## src/rtl/regfile_pkg.sv

```systemverilog
// regfile_pkg
//   Shared definitions for the multi-port register file:
//   - clr_state_e : states of the bulk-clear sequencer
//   - slice_lo()  : low bit of port 'port' on a flat bus of 'width'-bit fields
package regfile_pkg;

  typedef enum logic [1:0] {
    ST_IDLE  = 2'd0,
    ST_CLEAR = 2'd1,
    ST_DONE  = 2'd2
  } clr_state_e;

  function automatic int slice_lo(input int port, input int width);
    return port * width;
  endfunction

endpackage

```

## src/rtl/regfile_mp_if.sv

```systemverilog
// regfile_mp_if
//   Bus between a register-file user (master) and regfile_mp (slave).
//   Signals:
//     we / waddr / wdata       : write port
//     raddr                    : NUM_RD packed read addresses, port i at [i*ADDR_W +: ADDR_W]
//     rdata / rvalid           : NUM_RD packed read results, port i at [i*DATA_W +: DATA_W]
//     clr_req                  : single-cycle bulk-clear request
//     clr_busy / clr_done      : clear in progress / one-cycle completion pulse
interface regfile_mp_if #(
  parameter int DATA_W = 16,
  parameter int DEPTH  = 16,
  parameter int NUM_RD = 2,
  parameter int ADDR_W = $clog2(DEPTH)
);
  logic                       we;
  logic [ADDR_W-1:0]          waddr;
  logic [DATA_W-1:0]          wdata;
  logic [NUM_RD*ADDR_W-1:0]   raddr;
  logic [NUM_RD*DATA_W-1:0]   rdata;
  logic [NUM_RD-1:0]          rvalid;
  logic                       clr_req;
  logic                       clr_busy;
  logic                       clr_done;

  modport master (
    output we, waddr, wdata, raddr, clr_req,
    input  rdata, rvalid, clr_busy, clr_done
  );

  modport slave (
    input  we, waddr, wdata, raddr, clr_req,
    output rdata, rvalid, clr_busy, clr_done
  );
endinterface

```

## src/rtl/regfile_clear_seq.sv

```systemverilog
// regfile_clear_seq
//   Walks every entry of the register file once, clearing one entry per
//   cycle, then pulses clr_done.
//   Ports:
//     clk, reset        : clock, asynchronous active-high reset
//     clr_req           : start request (ignored unless idle)
//     clr_busy          : high for exactly DEPTH cycles while clearing
//     clr_done          : one-cycle pulse after the last entry is cleared
//     clr_we / clr_idx  : clear strobe and entry index for the storage array
module regfile_clear_seq
  import regfile_pkg::*;
#(
  parameter int DEPTH  = 16,
  parameter int ADDR_W = $clog2(DEPTH)
) (
  input  logic              clk,
  input  logic              reset,
  input  logic              clr_req,
  output logic              clr_busy,
  output logic              clr_done,
  output logic              clr_we,
  output logic [ADDR_W-1:0] clr_idx
);
  localparam logic [ADDR_W-1:0] LAST = ADDR_W'(DEPTH - 1);

  clr_state_e        state_q, state_d;
  logic [ADDR_W-1:0] idx_q, idx_d;

  always_ff @(posedge clk or posedge reset) begin
    if (reset) begin
      state_q <= ST_IDLE;
      idx_q   <= '0;
    end else begin
      state_q <= state_d;
      idx_q   <= idx_d;
    end
  end

  always_comb begin
    state_d  = state_q;
    idx_d    = idx_q;
    clr_busy = 1'b0;
    clr_done = 1'b0;
    clr_we   = 1'b0;
    case (state_q)
      ST_IDLE: begin
        if (clr_req) begin
          state_d = ST_CLEAR;
          idx_d   = '0;
        end
      end
      ST_CLEAR: begin
        clr_busy = 1'b1;
        clr_we   = 1'b1;
        if (idx_q == LAST) begin
          state_d = ST_DONE;
          idx_d   = '0;
        end else begin
          idx_d = idx_q + 1'b1;
        end
      end
      ST_DONE: begin
        clr_done = 1'b1;
        state_d  = ST_IDLE;
      end
      default: state_d = ST_IDLE;
    endcase
  end

  assign clr_idx = idx_q;

endmodule

```

## src/rtl/regfile_mp.sv

```systemverilog
// regfile_mp
//   Parametrised multi-read-port register file with per-entry valid bits,
//   optional write-first bypass, optional registered reads, optional
//   hardwired zero register and a sequenced bulk-clear engine.
//   Ports:
//     clk, reset : clock, asynchronous active-high reset (clears everything)
//     bus        : regfile_mp_if slave (write port, NUM_RD read ports, clear handshake)
module regfile_mp
  import regfile_pkg::*;
#(
  parameter int DATA_W   = 16,
  parameter int DEPTH    = 16,
  parameter int ADDR_W   = $clog2(DEPTH),
  parameter int NUM_RD   = 2,
  parameter int RD_REG   = 0,
  parameter int BYPASS   = 1,
  parameter int ZERO_REG = 0
) (
  input  logic        clk,
  input  logic        reset,
  regfile_mp_if.slave bus
);
  logic [DATA_W-1:0] mem_q [DEPTH];
  logic [DATA_W-1:0] mem_d [DEPTH];
  logic [DEPTH-1:0]  valid_q, valid_d;

  logic              clr_busy;
  logic              clr_we;
  logic [ADDR_W-1:0] clr_idx;
  logic              wr_acc;

  regfile_clear_seq #(
    .DEPTH  (DEPTH),
    .ADDR_W (ADDR_W)
  ) u_clear (
    .clk      (clk),
    .reset    (reset),
    .clr_req  (bus.clr_req),
    .clr_busy (clr_busy),
    .clr_done (bus.clr_done),
    .clr_we   (clr_we),
    .clr_idx  (clr_idx)
  );

  assign bus.clr_busy = clr_busy;

  // A write lands only when no clear is running, the address exists and it
  // is not the hardwired zero entry. The bypass keys off the same signal so
  // a dropped write is never forwarded.
  always_comb begin
    wr_acc = bus.we && !clr_busy && (32'(bus.waddr) < 32'(DEPTH));
    if (ZERO_REG != 0 && bus.waddr == '0) begin
      wr_acc = 1'b0;
    end
  end

  always_comb begin
    for (int i = 0; i < DEPTH; i++) begin
      mem_d[i]   = mem_q[i];
      valid_d[i] = valid_q[i];
    end
    if (clr_we) begin
      mem_d[clr_idx]   = '0;
      valid_d[clr_idx] = 1'b0;
    end else if (wr_acc) begin
      mem_d[bus.waddr]   = bus.wdata;
      valid_d[bus.waddr] = 1'b1;
    end
  end

  always_ff @(posedge clk or posedge reset) begin
    if (reset) begin
      for (int i = 0; i < DEPTH; i++) begin
        mem_q[i] <= '0;
      end
      valid_q <= '0;
    end else begin
      mem_q   <= mem_d;
      valid_q <= valid_d;
    end
  end

  genvar gi;
  generate
    for (gi = 0; gi < NUM_RD; gi++) begin : g_rd
      localparam int AL = slice_lo(gi, ADDR_W);
      localparam int DL = slice_lo(gi, DATA_W);

      logic [ADDR_W-1:0] ra;
      logic [DATA_W-1:0] rd_data_d;
      logic              rd_valid_d;

      assign ra = bus.raddr[AL +: ADDR_W];

      // Priority: zero register, then range check, then bypass, then array.
      always_comb begin
        rd_data_d  = '0;
        rd_valid_d = 1'b0;
        if (ZERO_REG != 0 && ra == '0) begin
          rd_valid_d = 1'b1;
        end else if (32'(ra) < 32'(DEPTH)) begin
          if (BYPASS != 0 && wr_acc && bus.waddr == ra) begin
            rd_data_d  = bus.wdata;
            rd_valid_d = 1'b1;
          end else begin
            rd_data_d  = mem_q[ra];
            rd_valid_d = valid_q[ra];
          end
        end
      end

      if (RD_REG != 0) begin : g_reg
        logic [DATA_W-1:0] rd_data_q;
        logic              rd_valid_q;

        always_ff @(posedge clk or posedge reset) begin
          if (reset) begin
            rd_data_q  <= '0;
            rd_valid_q <= 1'b0;
          end else begin
            rd_data_q  <= rd_data_d;
            rd_valid_q <= rd_valid_d;
          end
        end

        assign bus.rdata[DL +: DATA_W] = rd_data_q;
        assign bus.rvalid[gi]          = rd_valid_q;
      end else begin : g_comb
        assign bus.rdata[DL +: DATA_W] = rd_data_d;
        assign bus.rvalid[gi]          = rd_valid_d;
      end
    end
  endgenerate

endmodule

```

## src/flat_wrapper.sv

```systemverilog
// flat-port wrapper written by rule: the top's interface ports become plain ports
module regfile_mp_flat import regfile_pkg::*;
#(
  parameter int DATA_W   = 16,
  parameter int DEPTH    = 16,
  parameter int ADDR_W   = $clog2(DEPTH),
  parameter int NUM_RD   = 2,
  parameter int RD_REG   = 0,
  parameter int BYPASS   = 1,
  parameter int ZERO_REG = 0
)
  (clk, reset, bus_we, bus_waddr, bus_wdata, bus_raddr, bus_clr_req, bus_rdata, bus_rvalid, bus_clr_busy, bus_clr_done);
  regfile_mp_if #(.DATA_W(DATA_W), .DEPTH(DEPTH), .NUM_RD(NUM_RD), .ADDR_W(ADDR_W)) bus_i ();
  input  logic clk;
  input  logic reset;
  input wire logic [$bits(bus_i.we)-1:0] bus_we;
  input wire logic [$bits(bus_i.waddr)-1:0] bus_waddr;
  input wire logic [$bits(bus_i.wdata)-1:0] bus_wdata;
  input wire logic [$bits(bus_i.raddr)-1:0] bus_raddr;
  input wire logic [$bits(bus_i.clr_req)-1:0] bus_clr_req;
  output wire logic [$bits(bus_i.rdata)-1:0] bus_rdata;
  output wire logic [$bits(bus_i.rvalid)-1:0] bus_rvalid;
  output wire logic [$bits(bus_i.clr_busy)-1:0] bus_clr_busy;
  output wire logic [$bits(bus_i.clr_done)-1:0] bus_clr_done;
  assign bus_i.we = bus_we;
  assign bus_i.waddr = bus_waddr;
  assign bus_i.wdata = bus_wdata;
  assign bus_i.raddr = bus_raddr;
  assign bus_i.clr_req = bus_clr_req;
  assign bus_rdata = bus_i.rdata;
  assign bus_rvalid = bus_i.rvalid;
  assign bus_clr_busy = bus_i.clr_busy;
  assign bus_clr_done = bus_i.clr_done;
  regfile_mp #(.DATA_W(DATA_W), .DEPTH(DEPTH), .ADDR_W(ADDR_W), .NUM_RD(NUM_RD), .RD_REG(RD_REG), .BYPASS(BYPASS), .ZERO_REG(ZERO_REG)) u_core (.clk(clk), .reset(reset), .bus(bus_i));
endmodule
```

## config.mk

```make
export PLATFORM = sky130hd
export DESIGN_NAME = regfile_mp_flat
export DESIGN_NICKNAME = d
export VERILOG_FILES = /design/src/rtl/regfile_pkg.sv /design/src/rtl/regfile_mp_if.sv /design/src/rtl/regfile_clear_seq.sv /design/src/rtl/regfile_mp.sv /design/src/flat_wrapper.sv
export SDC_FILE = /design/constraint.sdc
export NUM_CORES = 1
export LEC_CHECK = 0
export ABC_AREA = 0
export CAP_MARGIN = 10
export CORE_ASPECT_RATIO = 0.75
export CORE_MARGIN = 5
export CORE_UTILIZATION = 35
export CTS_CLUSTER_SIZE = 14
export DETAILED_ROUTE_END_ITERATION = 16
export MAX_ROUTING_LAYER = met4
export PLACE_DENSITY_LB_ADDON = 0.3
export RECOVER_POWER = 50
export REMOVE_ABC_BUFFERS = 1
export SYNTH_ARGS = -nofsm -noshare
export SYNTH_HDL_FRONTEND = slang
export SYNTH_SLANG_ARGS = --single-unit
```

## constraint.sdc

```tcl
create_clock -name clk -period 22.6 [get_ports clk]
set_input_delay 4.52 -clock clk [delete_from_list [all_inputs] [get_ports clk]]
set_output_delay 4.52 -clock clk [all_outputs]
set_load 0.005 [all_outputs]
```

### Word-level counts from Yosys, hierarchy flattened

Cells that the tools add are included.

* output and inout port bits: 36
* bits of input ports: 32
* bits in registers: 278
* logic and storage cells: 96

* order comparisons: 12
* equal/unequal tests: 7
* bitwise operators: 9
* $add $sub $neg: 1
* multiplexer cells: 35
* reductions and logical operators: 13

Operators with widths (number)
* two-way mux 256 bit: 2
* bitwise AND 256 bit: 1
* bitwise mux 256 bit: 1
* inverter 256 bit: 1
* two-way mux 16 bit: 10
* binary-select mux 16 bit (select 4 bit): 2
* demux 16 bit (select 4 bit): 2
* >= comparator 5 bit, second input constant: 4
* less-than comparator 4 x 5 -> 1 bit, second input constant: 4
* inverter 4 -> 5 bit: 4
* bitwise AND 16 bit: 1
* inverter 16 bit: 1
* OR 16 bit: 1
* less-than comparator 5 x 1 -> 1 bit, second input constant: 2
* binary-select mux 1 bit (select 4 bit): 2
* demux 1 bit (select 4 bit): 2
* equality test 4 bit: 2
* >= comparator 4 x 1 -> 1 bit, second input constant: 2
* two-way mux 1 bit: 8
* two-way mux 4 bit: 2
* case mux 4 bit (2 select lines): 1
* logical AND 1 bit: 7
* adder 4 x 1 -> 4 bit, second input constant: 1
* equality test 4 bit, second input constant: 1
* other kinds (9): 13

### Logic depth before layout (Yosys ltp)

Gate-level depths: netlist of run 1.

* word-level depth: 8
* gate-level depth with buffers: 8
* depth with buffers taken out: 5

### Hierarchy

Synthesis of run 1 repeated with hierarchy kept, for this count alone.

* cell total of the unflattened synthesis: 1046
* area total of the unflattened synthesis: 15104.5 µm²

By module, submodules not included
* regfile_mp: instances 1, seq. area each 6806.5 µm², area an instance 14816.7 µm², cells an instance 1019
* regfile_clear_seq: instances 1, seq. area each 150.1 µm², area an instance 287.8 µm², cells an instance 27

### Worst setup path after synthesis of run 1

Ideal clock, no wire load.

* path kind: input to output
* start point: input port bus_raddr[3]
* end point: output port bus_rvalid[0]
* data arrival time: 6.157 ns
* required time: 18.080 ns
* buffers on the path: 3
* stages on the path: 6
* path slack: 11.923 ns
* cell sequence: buf_2 clkbuf_1 mux4_2 mux4_2 or2_1 buf_4

* word-level cells in the longest chain between the ends: 3
* elaborated cells between the ends (all ways): 5
* classes of those cells: eq/ne (1); mux (3); reduce/logical (1)

Ends and longest elaborated chain
* from (decl): line flat_wrapper.sv:19 `input wire logic [$bits(bus_i.raddr)-1:0] bus_raddr;`
* binary-select mux 1 bit (select 4 bit) or equality test 4 bit (tied branches): line regfile_mp.sv:107, regfile_mp.sv:102
* two-way mux 1 bit (not written as such) or logical AND 1 bit (tied branches): line regfile_mp.sv:107, regfile_mp.sv:102
* two-way mux 1 bit (*): line regfile_mp.sv:102 `if (BYPASS != 0 && wr_acc && bus.waddr == ra) begin`
* to (decl): line flat_wrapper.sv:22 `output wire logic [$bits(bus_i.rvalid)-1:0] bus_rvalid;`

Every way passes the cells marked *; elsewhere a longest branch is shown, timed or not. The select of a mux whose other input is x is not followed.

### Final worst setup path of run 1

* start point: input port bus_raddr[4]
* end point: output port bus_rdata[27]

* word-level cells in the longest chain between the ends: 5
* elaborated cells between the ends (all ways): 7
* classes of those cells: eq/ne (1); mux (4); bitwise (1); reduce/logical (1)

Ends and longest elaborated chain
* inverter 4 -> 5 bit (not written as such): line regfile_mp.sv:106 `rd_data_d = mem_q[ra];`
* binary-select mux 16 bit (select 4 bit): line regfile_mp.sv:106
* two-way mux 16 bit (not written as such) (2 in a row): line regfile_mp.sv:106
* two-way mux 16 bit (*): line regfile_mp.sv:102
* to (decl): line flat_wrapper.sv:21 `output wire logic [$bits(bus_i.rdata)-1:0] bus_rdata;`

Marked as above.

==> results of run 1 <==
[sequential cells by signal, indices dropped and copies added (netlist names)]
signal	cells
u_core.mem_q	256
u_core.u_clear.clr_idx	4
u_core.u_clear.state_q	2
u_core.valid_q	16
[logic make-up (layout without fill, tap and decap cells)]
family                     Yosys count  after routing  synth area share
and+or+nand+nor                     94             94            0.0357
buffers and inverters              142            173            0.0443
xor gates and xnor gates             8              8           0.00462
muxes                              266            266             0.292
DFF                                278            278             0.458
AOI/OAI and AO/OA                  297            297             0.162
other                                0              1                 0
adders and majority gates            4              4           0.00330
[cell usage in the layout, fill, tap and decap left out, types with 3 or more instances in the layout]
cell | netlist | routed
clkbuf_1 | 33 | 16
o21ai_0 | 19 | 19
nand3_1 | 19 | 19
mux4_2 | 138 | 138
and2_1 | 9 | 9
clkinv_2 | 0 | 5
dlygate4sd3_1 | 0 | 6
xnor2_1 | 6 | 6
o22ai_1 | 8 | 8
clkbuf_8 | 0 | 7
nor2_1 | 11 | 11
a21oi_1 | 9 | 3
a21boi_2 | 1 | 5
mux2i_1 | 96 | 96
nand2_1 | 26 | 26
dfrtp_1 | 278 | 278
nand2b_1 | 3 | 3
a21oi_2 | 3 | 9
a21o_1 | 8 | 8
buf_4 | 12 | 37
clkbuf_16 | 0 | 29
mux2_2 | 32 | 32
a22o_1 | 242 | 242
inv_1 | 15 | 15
ha_1 | 4 | 4
and4_1 | 4 | 4
clkdlybuf4s50_1 | 0 | 55
[metrics by stage]
step / util / setup WS (ps) / cell area (um2) / hold slack (ps)
after floorplan: - / 10410 / 14600 / 461
after global placement: 0.379 / 10140 / 16300 / 488
after detailed placement: 0.379 / 10080 / 16300 / 486
after CTS: 0.399 / 10070 / 17200 / 501
after global routing: 0.398 / 8740 / 17100 / 529
final: 0.398 / 10110 / 17100 / 509
[layer usage]
metal  wire length, um  GRT usage
met1             23400      0.333
met2             21200      0.292
met3              5520     0.0622
met4              1030     0.0430
met5                 0          -
[final cells by class]
cell class | instances | area share
multi-input combinational | 669 | 0.443
antenna | 1 | 0.000146
inverter | 16 | 0.00358
clock buffer | 41 | 0.0491
sequential | 278 | 0.406
clock inverter | 5 | 0.00146
timing repair buffer | 111 | 0.0548
tap | 578 | 0.0422
[worst max-delay path by stage]
stage / cells past startpoint / end / start / slack (ps)
2_1_floorplan: 1 / u_core.mem_q[0]$_DFFE_PP0P_ / reset / 10410
3_3_place_gp: 6 / bus_rdata[20] / bus_raddr[4] / 10140
3_5_place_dp: 6 / bus_rdata[27] / bus_raddr[4] / 10080
4_1_cts: 6 / bus_rdata[27] / bus_raddr[4] / 10070
5_1_grt: 4 / u_core.mem_q[84]$_DFFE_PP0P_ / reset / 8740
6_report: 6 / bus_rdata[27] / bus_raddr[4] / 10110
[where the power goes]
part | total (mW) | internal (mW) | switching [mW] | leakage, nW
Clock | 0.458 | 0.255 | 0.203 | 0.433
Combinational | 0.524 | 0.271 | 0.253 | 3.32
Sequential | 0.738 | 0.627 | 0.111 | 3.81
==> impl_metrics.env, run 1 <==
export IMPL_outcome="complete, but fails checks"
export IMPL_failed_checks="max-capacitance violations, max-slew violations"
export IMPL_crit_family="buffers and inverters"
export IMPL_clockBufferDepth=3
export IMPL_tritoncts="built"
export IMPL_synth_top_area_share=0.458
export IMPL_arrival_ps=7970
export IMPL_setup_worst_path_end_class="primary output"
export IMPL_crit_type="input port to primary output"
export IMPL_timing_rr_end="u_core.mem_q[212]$_DFFE_PP0P_"
export IMPL_fillers=4026
export IMPL_finalCriticalPeriod_ps=12490
export IMPL_post_cts_setup_buffers=0
export IMPL_syn_to_final_growth_pct=12.9
export IMPL_worst_pin_slew_ps=5790
export IMPL_syn_inst=1089
export IMPL_hold_depth=1
export IMPL_fin_setup_tns_ps=0
export IMPL_setup_violations_final=0
export IMPL_routed_wl_um=51200
export IMPL_synth_common_cells="278 x dfrtp_1, 242 x a22o_1, 138 x mux4_2"
export IMPL_synth_top_area_cell="dfrtp_1"
export IMPL_r2r_start="u_core.u_clear.state_q[0]$_DFFE_PP0P_"
export IMPL_ff2ff_setup_slack_ps=19120
export IMPL_ir_drop_mv=0.0667
export IMPL_drc=0
export IMPL_drt_iter0_markers=1310
export IMPL_cts_htree_levels=1
export IMPL_gp_congestion=0.852
export IMPL_cp_common_cell="buf_4"
export IMPL_hold_buffers=0
export IMPL_max_cap_violations=5
export IMPL_port_buffers=67
export IMPL_clock_latency_ps=570
export IMPL_avgRoutedWirePerCell_um=30.2
export IMPL_grt_pass1_wl_um=76700
export IMPL_grt_max_degree=128
export IMPL_synth_most_common_cell="dfrtp_1"
export IMPL_post_dp_hpwl_um=31200
export IMPL_viasPerCell=6.47
export IMPL_cp_num_buf_inv=3
export IMPL_register_area_um2=6960
export IMPL_placed_cells=1652
export IMPL_relSlewSlack=-2.86
export IMPL_seq_area_frac_synth=0.458
export IMPL_required_ps=18080
export IMPL_crit_slowest_cell="nor3_4"
export IMPL_drv_slew=248
export IMPL_ys_async_sr_fraction=1.00
export IMPL_tritoncts_num_buffers=28
export IMPL_synth_area_leaders="dfrtp_1 46%, mux4_2 20%, a22o_1 14%"
export IMPL_stdcell_count=1699
export IMPL_core_um2=43100
export IMPL_clkTransAtPathRegs_ps=70
export IMPL_die_h_um=190
export IMPL_layout_drive_gt1_share=0.240
export IMPL_io_pins=68
export IMPL_dieWidth_um=250
export IMPL_fin_skew_ps=26.4
export IMPL_grt_use_total=0.219
export IMPL_timing_final_crit_share=0.553
export IMPL_postCtsResizedCells=0
export IMPL_netlist_area_um2=15200
export IMPL_worstPathCellList="buf_4 > buf_4 > xor2_1 > nor3_4 > mux2_2 > clkdlybuf4s50_1"
export IMPL_slowest_delay_ps=970
export IMPL_min_path_type="flip-flop to flip-flop"
export IMPL_synth_edf_count=0
export IMPL_finalHoldViolations=0
export IMPL_ys_ff_latch=278
export IMPL_drtAntennaViolNets=0
export IMPL_synth_top_flop_cell="dfrtp_1"
export IMPL_avgSynthCellArea_um2=13.9
export IMPL_cellPowerDensity_nw_per_um2=100
export IMPL_start_util=0.352
export IMPL_die_area_um2=47700
export IMPL_grt_overflow_total=0
export IMPL_synth_yosys_warnings=0
export IMPL_p_total_mw=1.72
export IMPL_yosysUniqueCellTypes=42
export IMPL_root_buffer="clkbuf_16"
export IMPL_fmax_ghz=0.0801
export IMPL_dr_pass1_iters=5
export IMPL_p_leak_nw=7.56
export IMPL_worstRegToRegCells=5
export IMPL_hold_path_endpoint="u_core.valid_q[0]$_DFFE_PP0P_"
export IMPL_holdCritStartpoint="u_core.valid_q[0]$_DFFE_PP0P_"
export IMPL_vias=11000
export IMPL_fin_nets=1140
export IMPL_rsz0062_at_grt="no"
export IMPL_fp_row_count=66
export IMPL_cts_sinks=278
export IMPL_cp_max_fo=41
export IMPL_grt_pass1_vias=11200
export IMPL_start_kind="input port"
export IMPL_antenna_found_initial=3
export IMPL_multiInputGateArea_um2=7590
Power figures use the tool's default switching activity.
==> run 2, diff against run 1 <==
==> constraint.sdc (replaced) <==
create_clock -name clk -period 12.95 [get_ports clk]
set_input_delay 2.59 -clock clk [delete_from_list [all_inputs] [get_ports clk]]
set_output_delay 2.59 -clock clk [all_outputs]
set_load 0.005 [all_outputs]
==> impl_metrics.env, run 2 (same netlist as run 1, synthesis figures left out) <==
export IMPL_outcome="complete, but fails checks"
export IMPL_failed_checks="max-capacitance violations, max-slew violations"
export IMPL_tritoncts_num_buffers=29
export IMPL_p_sw_mw=1.00
export IMPL_fin_skew_ps=25.4
export IMPL_gp_congestion=0.852
export IMPL_finalCriticalPeriod_ps=8630
export IMPL_drt_iter0_markers=1208
export IMPL_post_dp_hpwl_um=31300
export IMPL_final_cell_mix="278 x dfrtp_1, 242 x a22o_1, 138 x mux4_2, 96 x mux2i_1, 55 x clkdlybuf4s50_1"
export IMPL_cts_htree_levels=1
export IMPL_io_pins=68
export IMPL_clock_latency_ps=580
export IMPL_start_kind="input port"
export IMPL_hold_buffers=0
export IMPL_crit_slowest_cell="nor3_4"
export IMPL_die_area_um2=47700
export IMPL_postCtsResizedCells=0
export IMPL_max_cap_violations=5
export IMPL_pre_cts_slack_ps=4270
export IMPL_fp_row_count=66
export IMPL_drv_slew=191
export IMPL_dr_pass1_iters=6
export IMPL_grt_pass1_vias=11200
export IMPL_clkTransAtPathRegs_ps=70
export IMPL_setup_worst_path_end_class="primary output"
export IMPL_top_register="u_core.mem_q"
export IMPL_cts_sinks=278
export IMPL_cp_max_fo=41
export IMPL_drc=0
export IMPL_grt_max_degree=128
export IMPL_setup_violations_final=0
export IMPL_start_util=0.352
export IMPL_p_clk_frac=0.285
export IMPL_seq_power_share=0.417
export IMPL_fin_nets=1141
export IMPL_grt_pass1_wl_um=77100
export IMPL_required_ps=10360
export IMPL_whs_ps=512
export IMPL_viasPerCell=6.41
export IMPL_arrival_ps=6040
export IMPL_post_cts_setup_buffers=0
export IMPL_drtAntennaViolNets=0
export IMPL_grt_use_total=0.220
export IMPL_p_comb_frac=0.298
export IMPL_vias=10900
export IMPL_grt_overflow_total=0
export IMPL_syn_to_final_growth_pct=13.5
export IMPL_cp_common_cell="buf_4"
export IMPL_fmax_ghz=0.116
export IMPL_finalHoldViolations=0
export IMPL_ir_drop_mv=0.104
export IMPL_slowest_delay_ps=950
export IMPL_layout_setup_ws_ps=4320
export IMPL_rsz0062_at_grt="no"
export IMPL_largest_reg_flops=256
export IMPL_switching_share=0.325
export IMPL_clockBufferDepth=3
export IMPL_layout_drive_gt1_share=0.242
export IMPL_cellPowerDensity_nw_per_um2=179
export IMPL_p_leak_nw=7.61
export IMPL_die_h_um=190
export IMPL_worst_pin_slew_ps=5850
export IMPL_p_int_mw=2.08
export IMPL_relSlewSlack=-2.92
export IMPL_routed_wl_um=51500
export IMPL_crit_type="input port to primary output"
export IMPL_tritoncts="built"
export IMPL_min_path_type="flip-flop to flip-flop"
export IMPL_place_area_um2=16300
export IMPL_final_util=0.400
export IMPL_fin_setup_tns_ps=0
export IMPL_dieWidth_um=250
export IMPL_worstPathCellList="buf_4 > buf_4 > xor2_1 > nor3_4 > mux2_2 > clkdlybuf4s50_1"
export IMPL_final_common_cell="dfrtp_1"
export IMPL_antenna_found_initial=3
export IMPL_port_buffers=67
export IMPL_timing_final_crit_share=0.666
export IMPL_avgRoutedWirePerCell_um=30.2
export IMPL_core_um2=43100
export IMPL_final_area_um2=17200
export IMPL_root_buffer="clkbuf_16"
-- run 2: final timing paths --
check	start	end	slack (ps)	cells past startpoint
worst max-delay path	bus_raddr[4]	bus_rdata[27]	4320	6
max in group asynchronous	reset	u_core.mem_q[200]$_DFFE_PP0P_	4960	4
worst min register to register	u_core.valid_q[0]$_DFFE_PP0P_	u_core.valid_q[0]$_DFFE_PP0P_	510	1
worst min-delay path	u_core.valid_q[0]$_DFFE_PP0P_	u_core.valid_q[0]$_DFFE_PP0P_	510	1
min in group asynchronous	reset	u_core.mem_q[238]$_DFFE_PP0P_	4300	2
worst max register to register	u_core.u_clear.state_q[1]$_DFFE_PP0P_	u_core.mem_q[212]$_DFFE_PP0P_	9370	5
-- run 2: cell type report --
type,count,area (um2)
Clock inverter,11,159
Tap cell,578,723
Multi-Input combinational cell,669,7590
Clock buffer,39,803
Antenna cell,1,2.50
Timing Repair Buffer,111,943
Fill cell,4011,25900
Inverter,16,61.3
Sequential cell,278,6960
-- run 2: stage by stage --
stage                     power (mW)  instances
after global routing            3.21       1703
final                           3.08       1703
after CTS                       3.08       1702
after floorplan                 1.80        963
after detailed placement        2.20       1652
after global placement          2.18       1652
-- run 2: critical path, delay by kind of cell --
kind                      cells  cell delay, ps
xor gates and xnor gates      1             210
and+or+nand+nor               1             950
muxes                         1             440
buffers and inverters         3            1780
-- run 2: metal layers --
layer / wire length (um) / global-route usage / vias to the layer above
met3: 6200 / 0.0671 / 96
met1: 23100 / 0.329 / 5805
met4: 1100 / 0.0390 / 0
met5: 0 / - / -
met2: 21100 / 0.300 / 639
li1: - / - / 4377
-- run 2: power by group through the flow --
stage	combinational (mW)	clock (mW)	sequential, mW
floorplan	0.574	0	1.22
global placement	0.897	0	1.28
detailed placement	0.912	0	1.29
CTS	0.916	0.886	1.28
global route	0.978	0.921	1.31
finish	0.917	0.878	1.29
